[src/rtl/vga_timing_pkg.sv]
// Shared VGA timing constants, sync polarity and the output-stage record
// used by the display driver and its counter.
package vga_timing_pkg;

    localparam int CNT_W = 10;

    localparam int H_ACTIVE_DEFAULT = 640;
    localparam int H_FP_DEFAULT     = 16;
    localparam int H_SYNC_DEFAULT   = 96;
    localparam int H_BP_DEFAULT     = 48;
    localparam int H_TOTAL_DEFAULT  = H_ACTIVE_DEFAULT + H_FP_DEFAULT
                                    + H_SYNC_DEFAULT + H_BP_DEFAULT;

    localparam int V_ACTIVE_DEFAULT = 480;
    localparam int V_FP_DEFAULT     = 10;
    localparam int V_SYNC_DEFAULT   = 2;
    localparam int V_BP_DEFAULT     = 33;
    localparam int V_TOTAL_DEFAULT  = V_ACTIVE_DEFAULT + V_FP_DEFAULT
                                    + V_SYNC_DEFAULT + V_BP_DEFAULT;

    // Level driven on the sync pins during the sync pulse (pins are active-low).
    localparam logic SYNC_ACTIVE = 1'b0;

    typedef struct packed {
        logic [3:0] r;
        logic [3:0] g;
        logic [3:0] b;
        logic       hs;
        logic       vs;
    } vga_out_t;

    localparam vga_out_t OUT_IDLE = '{r: 4'h0, g: 4'h0, b: 4'h0,
                                      hs: ~SYNC_ACTIVE, vs: ~SYNC_ACTIVE};

    // True when cnt lies in the inclusive window [lo, hi].
    function automatic logic in_window(input logic [CNT_W-1:0] cnt,
                                       input int lo, input int hi);
        return (int'(cnt) >= lo) && (int'(cnt) <= hi);
    endfunction

endpackage

[src/rtl/vga_sync_counter.sv]
// Pixel-clock divider plus horizontal/vertical raster counters.
module vga_sync_counter
    import vga_timing_pkg::*;
#(
    parameter int CLK_DIV = 4,
    parameter int H_TOTAL = H_TOTAL_DEFAULT,
    parameter int V_TOTAL = V_TOTAL_DEFAULT
) (
    input  logic             clk,
    input  logic             rst_n,
    output logic             pix_en,
    output logic [CNT_W-1:0] hcnt,
    output logic [CNT_W-1:0] vcnt,
    output logic             frame_end
);

    localparam int DIV_W = (CLK_DIV > 1) ? $clog2(CLK_DIV) : 1;
    localparam logic [DIV_W-1:0] DIV_LAST = DIV_W'(CLK_DIV - 1);
    localparam logic [CNT_W-1:0] H_LAST   = CNT_W'(H_TOTAL - 1);
    localparam logic [CNT_W-1:0] V_LAST   = CNT_W'(V_TOTAL - 1);

    logic [DIV_W-1:0] div;
    logic             line_end;

    assign pix_en    = (div == DIV_LAST);
    assign line_end  = pix_en && (hcnt == H_LAST);
    assign frame_end = line_end && (vcnt == V_LAST);

    // Divider: counts 0..CLK_DIV-1 and restarts on every pixel enable.
    always_ff @(posedge clk or negedge rst_n) begin
        if (!rst_n) begin
            div <= '0;
        end else if (pix_en) begin
            div <= '0;
        end else begin
            div <= div + 1'b1;
        end
    end

    // Raster position: hcnt advances per pixel slot, vcnt per completed line.
    always_ff @(posedge clk or negedge rst_n) begin
        if (!rst_n) begin
            hcnt <= '0;
            vcnt <= '0;
        end else if (pix_en) begin
            if (line_end) begin
                hcnt <= '0;
                vcnt <= (vcnt == V_LAST) ? '0 : vcnt + 1'b1;
            end else begin
                hcnt <= hcnt + 1'b1;
            end
        end
    end

endmodule

[src/rtl/vga_display_driver.sv]
// VGA display driver: requests pixels by coordinate from the colour source
// and drives registered RGB and active-low sync pins one pixel slot later.
module vga_display_driver
    import vga_timing_pkg::*;
#(
    parameter int CLK_DIV  = 4,
    parameter int H_ACTIVE = H_ACTIVE_DEFAULT,
    parameter int H_FP     = H_FP_DEFAULT,
    parameter int H_SYNC   = H_SYNC_DEFAULT,
    parameter int H_BP     = H_BP_DEFAULT,
    parameter int V_ACTIVE = V_ACTIVE_DEFAULT,
    parameter int V_FP     = V_FP_DEFAULT,
    parameter int V_SYNC   = V_SYNC_DEFAULT,
    parameter int V_BP     = V_BP_DEFAULT
) (
    input  logic             clk,
    input  logic             rst_n,
    input  logic [11:0]      pix_color,
    output logic [CNT_W-1:0] pix_x,
    output logic [CNT_W-1:0] pix_y,
    output logic             pix_req,
    output logic             frame_start,
    output logic [3:0]       vga_r,
    output logic [3:0]       vga_g,
    output logic [3:0]       vga_b,
    output logic             vga_hs,
    output logic             vga_vs
);

    localparam int H_TOTAL  = H_ACTIVE + H_FP + H_SYNC + H_BP;
    localparam int V_TOTAL  = V_ACTIVE + V_FP + V_SYNC + V_BP;
    localparam int HS_FIRST = H_ACTIVE + H_FP;
    localparam int HS_LAST  = HS_FIRST + H_SYNC - 1;
    localparam int VS_FIRST = V_ACTIVE + V_FP;
    localparam int VS_LAST  = VS_FIRST + V_SYNC - 1;

    logic             pix_en;
    logic [CNT_W-1:0] hcnt;
    logic [CNT_W-1:0] vcnt;
    logic             frame_end;
    logic             active;
    vga_out_t         out_p0;
    vga_out_t         out_p1;

    vga_sync_counter #(
        .CLK_DIV (CLK_DIV),
        .H_TOTAL (H_TOTAL),
        .V_TOTAL (V_TOTAL)
    ) u_sync_counter (
        .clk       (clk),
        .rst_n     (rst_n),
        .pix_en    (pix_en),
        .hcnt      (hcnt),
        .vcnt      (vcnt),
        .frame_end (frame_end)
    );

    assign active      = (hcnt < CNT_W'(H_ACTIVE)) && (vcnt < CNT_W'(V_ACTIVE));
    assign pix_x       = hcnt;
    assign pix_y       = vcnt;
    // Requests are withheld while reset is held so the source sees no fetch
    // for the abandoned frame.
    assign pix_req     = rst_n && active;
    assign frame_start = frame_end;

    // Stage p0: colour/blanking and sync levels for the slot now being requested.
    always_comb begin
        out_p0    = OUT_IDLE;
        out_p0.r  = active ? pix_color[11:8] : 4'h0;
        out_p0.g  = active ? pix_color[7:4]  : 4'h0;
        out_p0.b  = active ? pix_color[3:0]  : 4'h0;
        out_p0.hs = in_window(hcnt, HS_FIRST, HS_LAST) ? SYNC_ACTIVE : ~SYNC_ACTIVE;
        out_p0.vs = in_window(vcnt, VS_FIRST, VS_LAST) ? SYNC_ACTIVE : ~SYNC_ACTIVE;
    end

    // Stage p1: pin register, loaded once per pixel slot so RGB and syncs stay aligned.
    always_ff @(posedge clk or negedge rst_n) begin
        if (!rst_n) begin
            out_p1 <= OUT_IDLE;
        end else if (pix_en) begin
            out_p1 <= out_p0;
        end
    end

    assign vga_r  = out_p1.r;
    assign vga_g  = out_p1.g;
    assign vga_b  = out_p1.b;
    assign vga_hs = out_p1.hs;
    assign vga_vs = out_p1.vs;

endmodule

[config.mk]
export PLATFORM = sky130hd
export DESIGN_NAME = vga_display_driver
export DESIGN_NICKNAME = d
export VERILOG_FILES = /design/src/rtl/vga_timing_pkg.sv /design/src/rtl/vga_sync_counter.sv /design/src/rtl/vga_display_driver.sv
export SDC_FILE = /design/constraint.sdc
export NUM_CORES = 1
export LEC_CHECK = 0
export BUFFER_PORTS_ARGS = -buffer_cell sky130_fd_sc_hd__buf_4
export CAP_MARGIN = 0
export CORE_MARGIN = 1
export CORE_UTILIZATION = 45
export DETAILED_ROUTE_END_ITERATION = 7
export PLACE_DENSITY_LB_ADDON = 0.1
export SYNTH_ARGS = -nofsm -noshare
export SYNTH_HDL_FRONTEND = slang
export SYNTH_HIERARCHICAL = 1
export SYNTH_SLANG_ARGS = --single-unit
export TNS_END_PERCENT = 1
[constraint.sdc]
create_clock -name clk -period 2.3 [get_ports clk]
set_clock_uncertainty 0.2 [all_clocks]
set_input_delay 0.115 -clock clk [delete_from_list [all_inputs] [get_ports clk]]
set_output_delay 0.115 -clock clk [all_outputs]
set_load 0.03 [all_outputs]
==> qor.yml <==
dpl_worst_slack_ps: 224
async_flop_share_pct: 100
worstPathMaxFanout: 6
cts_made_buffers: 5
clkSinkCount: 36
antenna_found_initial: 0
track_usage_pct: 21.5
gp_congestion: 0.823
maxCapViolCount: 0
cts_root_buf: "clkbuf_8"
synthCells: 158
worstReg2RegStart: "u_sync_counter/hcnt[9]$_DFFE_PN0P_"
insertion_delay_ps: 290
yosysWarningCount: 6
slew_headroom_pct: 69.2
grt-busiest-layer: "met2"
use_met3_pct: 4.82
post-route-drc-count: 0
timing.reg2reg.setup_slack_ps: 270
setup_tns_ps: 0
max-vdd-ir-drop_uv: 320
setup_viol: 0
path_clk_slew_ps: 80
die_w_um: 64.4
grt_pass1_wl_um: 6710
antenna_cells: 0
final_max_slew_viol_count: 0
fmax_mhz: 467
start_kind: "register"
worstReg2RegEnd: "u_sync_counter/vcnt[5]$_DFFE_PN0P_"
whs_ps: 120
cp.arrival_ps: 1820
design.core.area_sq_mm: 0.00369
grt_max_degree: 38
ant_nets: 0
io_buffers: 49
synth_seq_cells: 36
period_share_pct: 93.0
worstPathRequired_ps: 1990
synth.avg_cell_area_sq_um: 11.1
end_kind: "primary output"
dieArea_sq_mm: 0.00414
synth_edf_count: 0
syn-num-nets: 176
htreeDepth: 2
dominantRegCellSynth: "dfrtp_1"
wire_per_inst_um: 14.9
worstHoldPathType: "in2async"
grt_pass1_vias: 1435
worstMarginPinSlew_ps: 462
path_class: "reg2out"
grt_overflow_total: 0
met1_usage_pct: 26.8
powerDensity_mw_per_mm2: 540
cts-resized-gates: 0
reg2reg_depth: 5
ys_types: 36
synth-seq-area-share_pct: 51.6
leakagePower_nw: 1.12
total_power_mw: 1.30
multi_input_area_sq_um: 783
hpwl_um: 2710
nFillCells: 308
hold_viol: 0
syn_area_sq_mm: 0.00175
top_level_ports: 50
avgViaCountPerCell: 5.41
drt-pass1-iter-count: 5
num_rows: 22
seq_area_sq_um: 903
die_y_um: 64.4
setup_slack_ps: 161
drt_iter0_drc: 98
min_period_ps: 2140
final_nets: 244
dr_total_vias: 1488
outcome: "complete, no violations"
area.growth.synth_to_final_pct: 37.6
drive_above_1_share_pct: 30.8
wirelength_um: 4110
rsz0062_at_grt: "false"
cts.path.max_buffers: 2
initial_core_util_pct: 47.5
cts_tree: "done"
grt_use_met2_pct: 35.5
-- metrics by stage --
step | util [%] | instances | area, sq um
2_1_floorplan | - | 158 | 1750
3_3_place_gp | 58.4 | 252 | 2160
3_5_place_dp | 58.4 | 252 | 2160
4_1_cts | 64.9 | 273 | 2390
5_1_grt | 65.3 | 275 | 2410
6_report | 65.3 | 275 | 2410
-- worst max path at each step --
stage                                                   from                            endpoint  slack (ps)
after global placement    u_sync_counter/hcnt[7]$_DFFE_PN0P_  u_sync_counter/vcnt[6]$_DFFE_PN0P_         320
final                     u_sync_counter/vcnt[1]$_DFFE_PN0P_                         frame_start         160
after CTS                    u_sync_counter/div[0]$_DFF_PN0_                         frame_start          70
after floorplan           u_sync_counter/hcnt[9]$_DFFE_PN0P_                         frame_start         180
after global routing         u_sync_counter/div[0]$_DFF_PN0_                         frame_start          40
after detailed placement     u_sync_counter/div[0]$_DFF_PN0_  u_sync_counter/vcnt[5]$_DFFE_PN0P_         220
-- registers in the layout, summed over array words and instances, names as in the netlist --
| register | flops |
|---|---|
| u_sync_counter/vcnt | 10 |
| u_sync_counter/hcnt | 10 |
| vga_hs | 1 |
| u_sync_counter/div | 2 |
| vga_vs | 1 |
| vga_g | 4 |
| vga_r | 4 |
| vga_b | 4 |
-- area by class of cell --
type                    count  area share [%]
flip-flops and latches     36            37.5
well taps                  48            2.49
inverters                   5           0.779
clock inverters             2            1.45
clock buffers               6            3.01
repair buffers             67            22.2
multi-input cells         111            32.5
-- cell usage after synthesis (all sizes together) (5+ instances only) --
cell	instances	area share (%)
dfrtp	34	49
a31o	12	6.0
nor2b	12	4.3
nor2	9	1.9
xnor2	9	4.5
nand4	7	2.5
a21oi	6	1.7
nand3	6	1.7
o21ai	6	1.7
buf	5	2.4
inv	5	1.1
nand2	5	1.1
nor3	5	2.7
-- per-layer routing --
| layer | routed length, um | part of all wire (%) |
|---|---|---|
| met1 | 1840 | 45 |
| met5 | 0 | 0 |
| met3 | 227 | 5.5 |
| met4 | 35 | 0.85 |
| met2 | 2010 | 49 |
-- logic make-up (layout without fill, tap and decap cells) --
family / after synthesis / in the layout / synth area share, %
xor+xnor: 10 / 10 / 5.00
fa+ha+maj: 4 / 4 / 2.86
flops: 36 / 36 / 51.6
simple gates: 66 / 66 / 23.9
compound gates: 29 / 29 / 11.7
mux: 2 / 2 / 1.29
buf+inv: 11 / 80 / 3.65
-- placed cells by master (no fill, tap or decap), types with 2 or more instances in the layout --
master and n:
nand3_1 6, o21a_1 3, and4b_1 2, a21oi_1 6, a31o_2 3, buf_4 54
nor3_1 3, nor3_4 2, and3_1 4, xnor2_1 9, nor2b_1 12, nand4_1 7
o21ai_0 5, nor4_1 3, nand2_1 5, ha_1 4, nor4b_1 2, a31o_1 9
dfrtp_1 34, nand4b_1 2, clkbuf_8 5, dfstp_2 2, inv_1 5, dlygate4sd3_1 13
and4_1 3, and2_1 3, nor2_1 9
-- report_power, final --
group / total [mW] / leakage [nW] / internal [mW] / switching [mW]
registers: 0.649 / 0.454 / 0.644 / 0.00524
clock network: 0.544 / 0.0552 / 0.322 / 0.223
logic: 0.109 / 0.611 / 0.0553 / 0.0534
total: 1.30 / 1.12 / 1.02 / 0.281
-- worst max-delay path, stage by stage, from the launching register on --
cell and delay (ps):
dfrtp_1 440, inv_1 100, ha_1 130, and4b_1 220, and4b_1 340, and2_1 170, buf_4 150
-- timing repair --
action | in CTS | in global routing
buffers inserted | 0 | 2
hold buffers | 13 | 0
endpoints found under the hold margin | 48 | 0
endpoints found under the setup margin | 0 | 1
(Power assumes the default switching activity.)
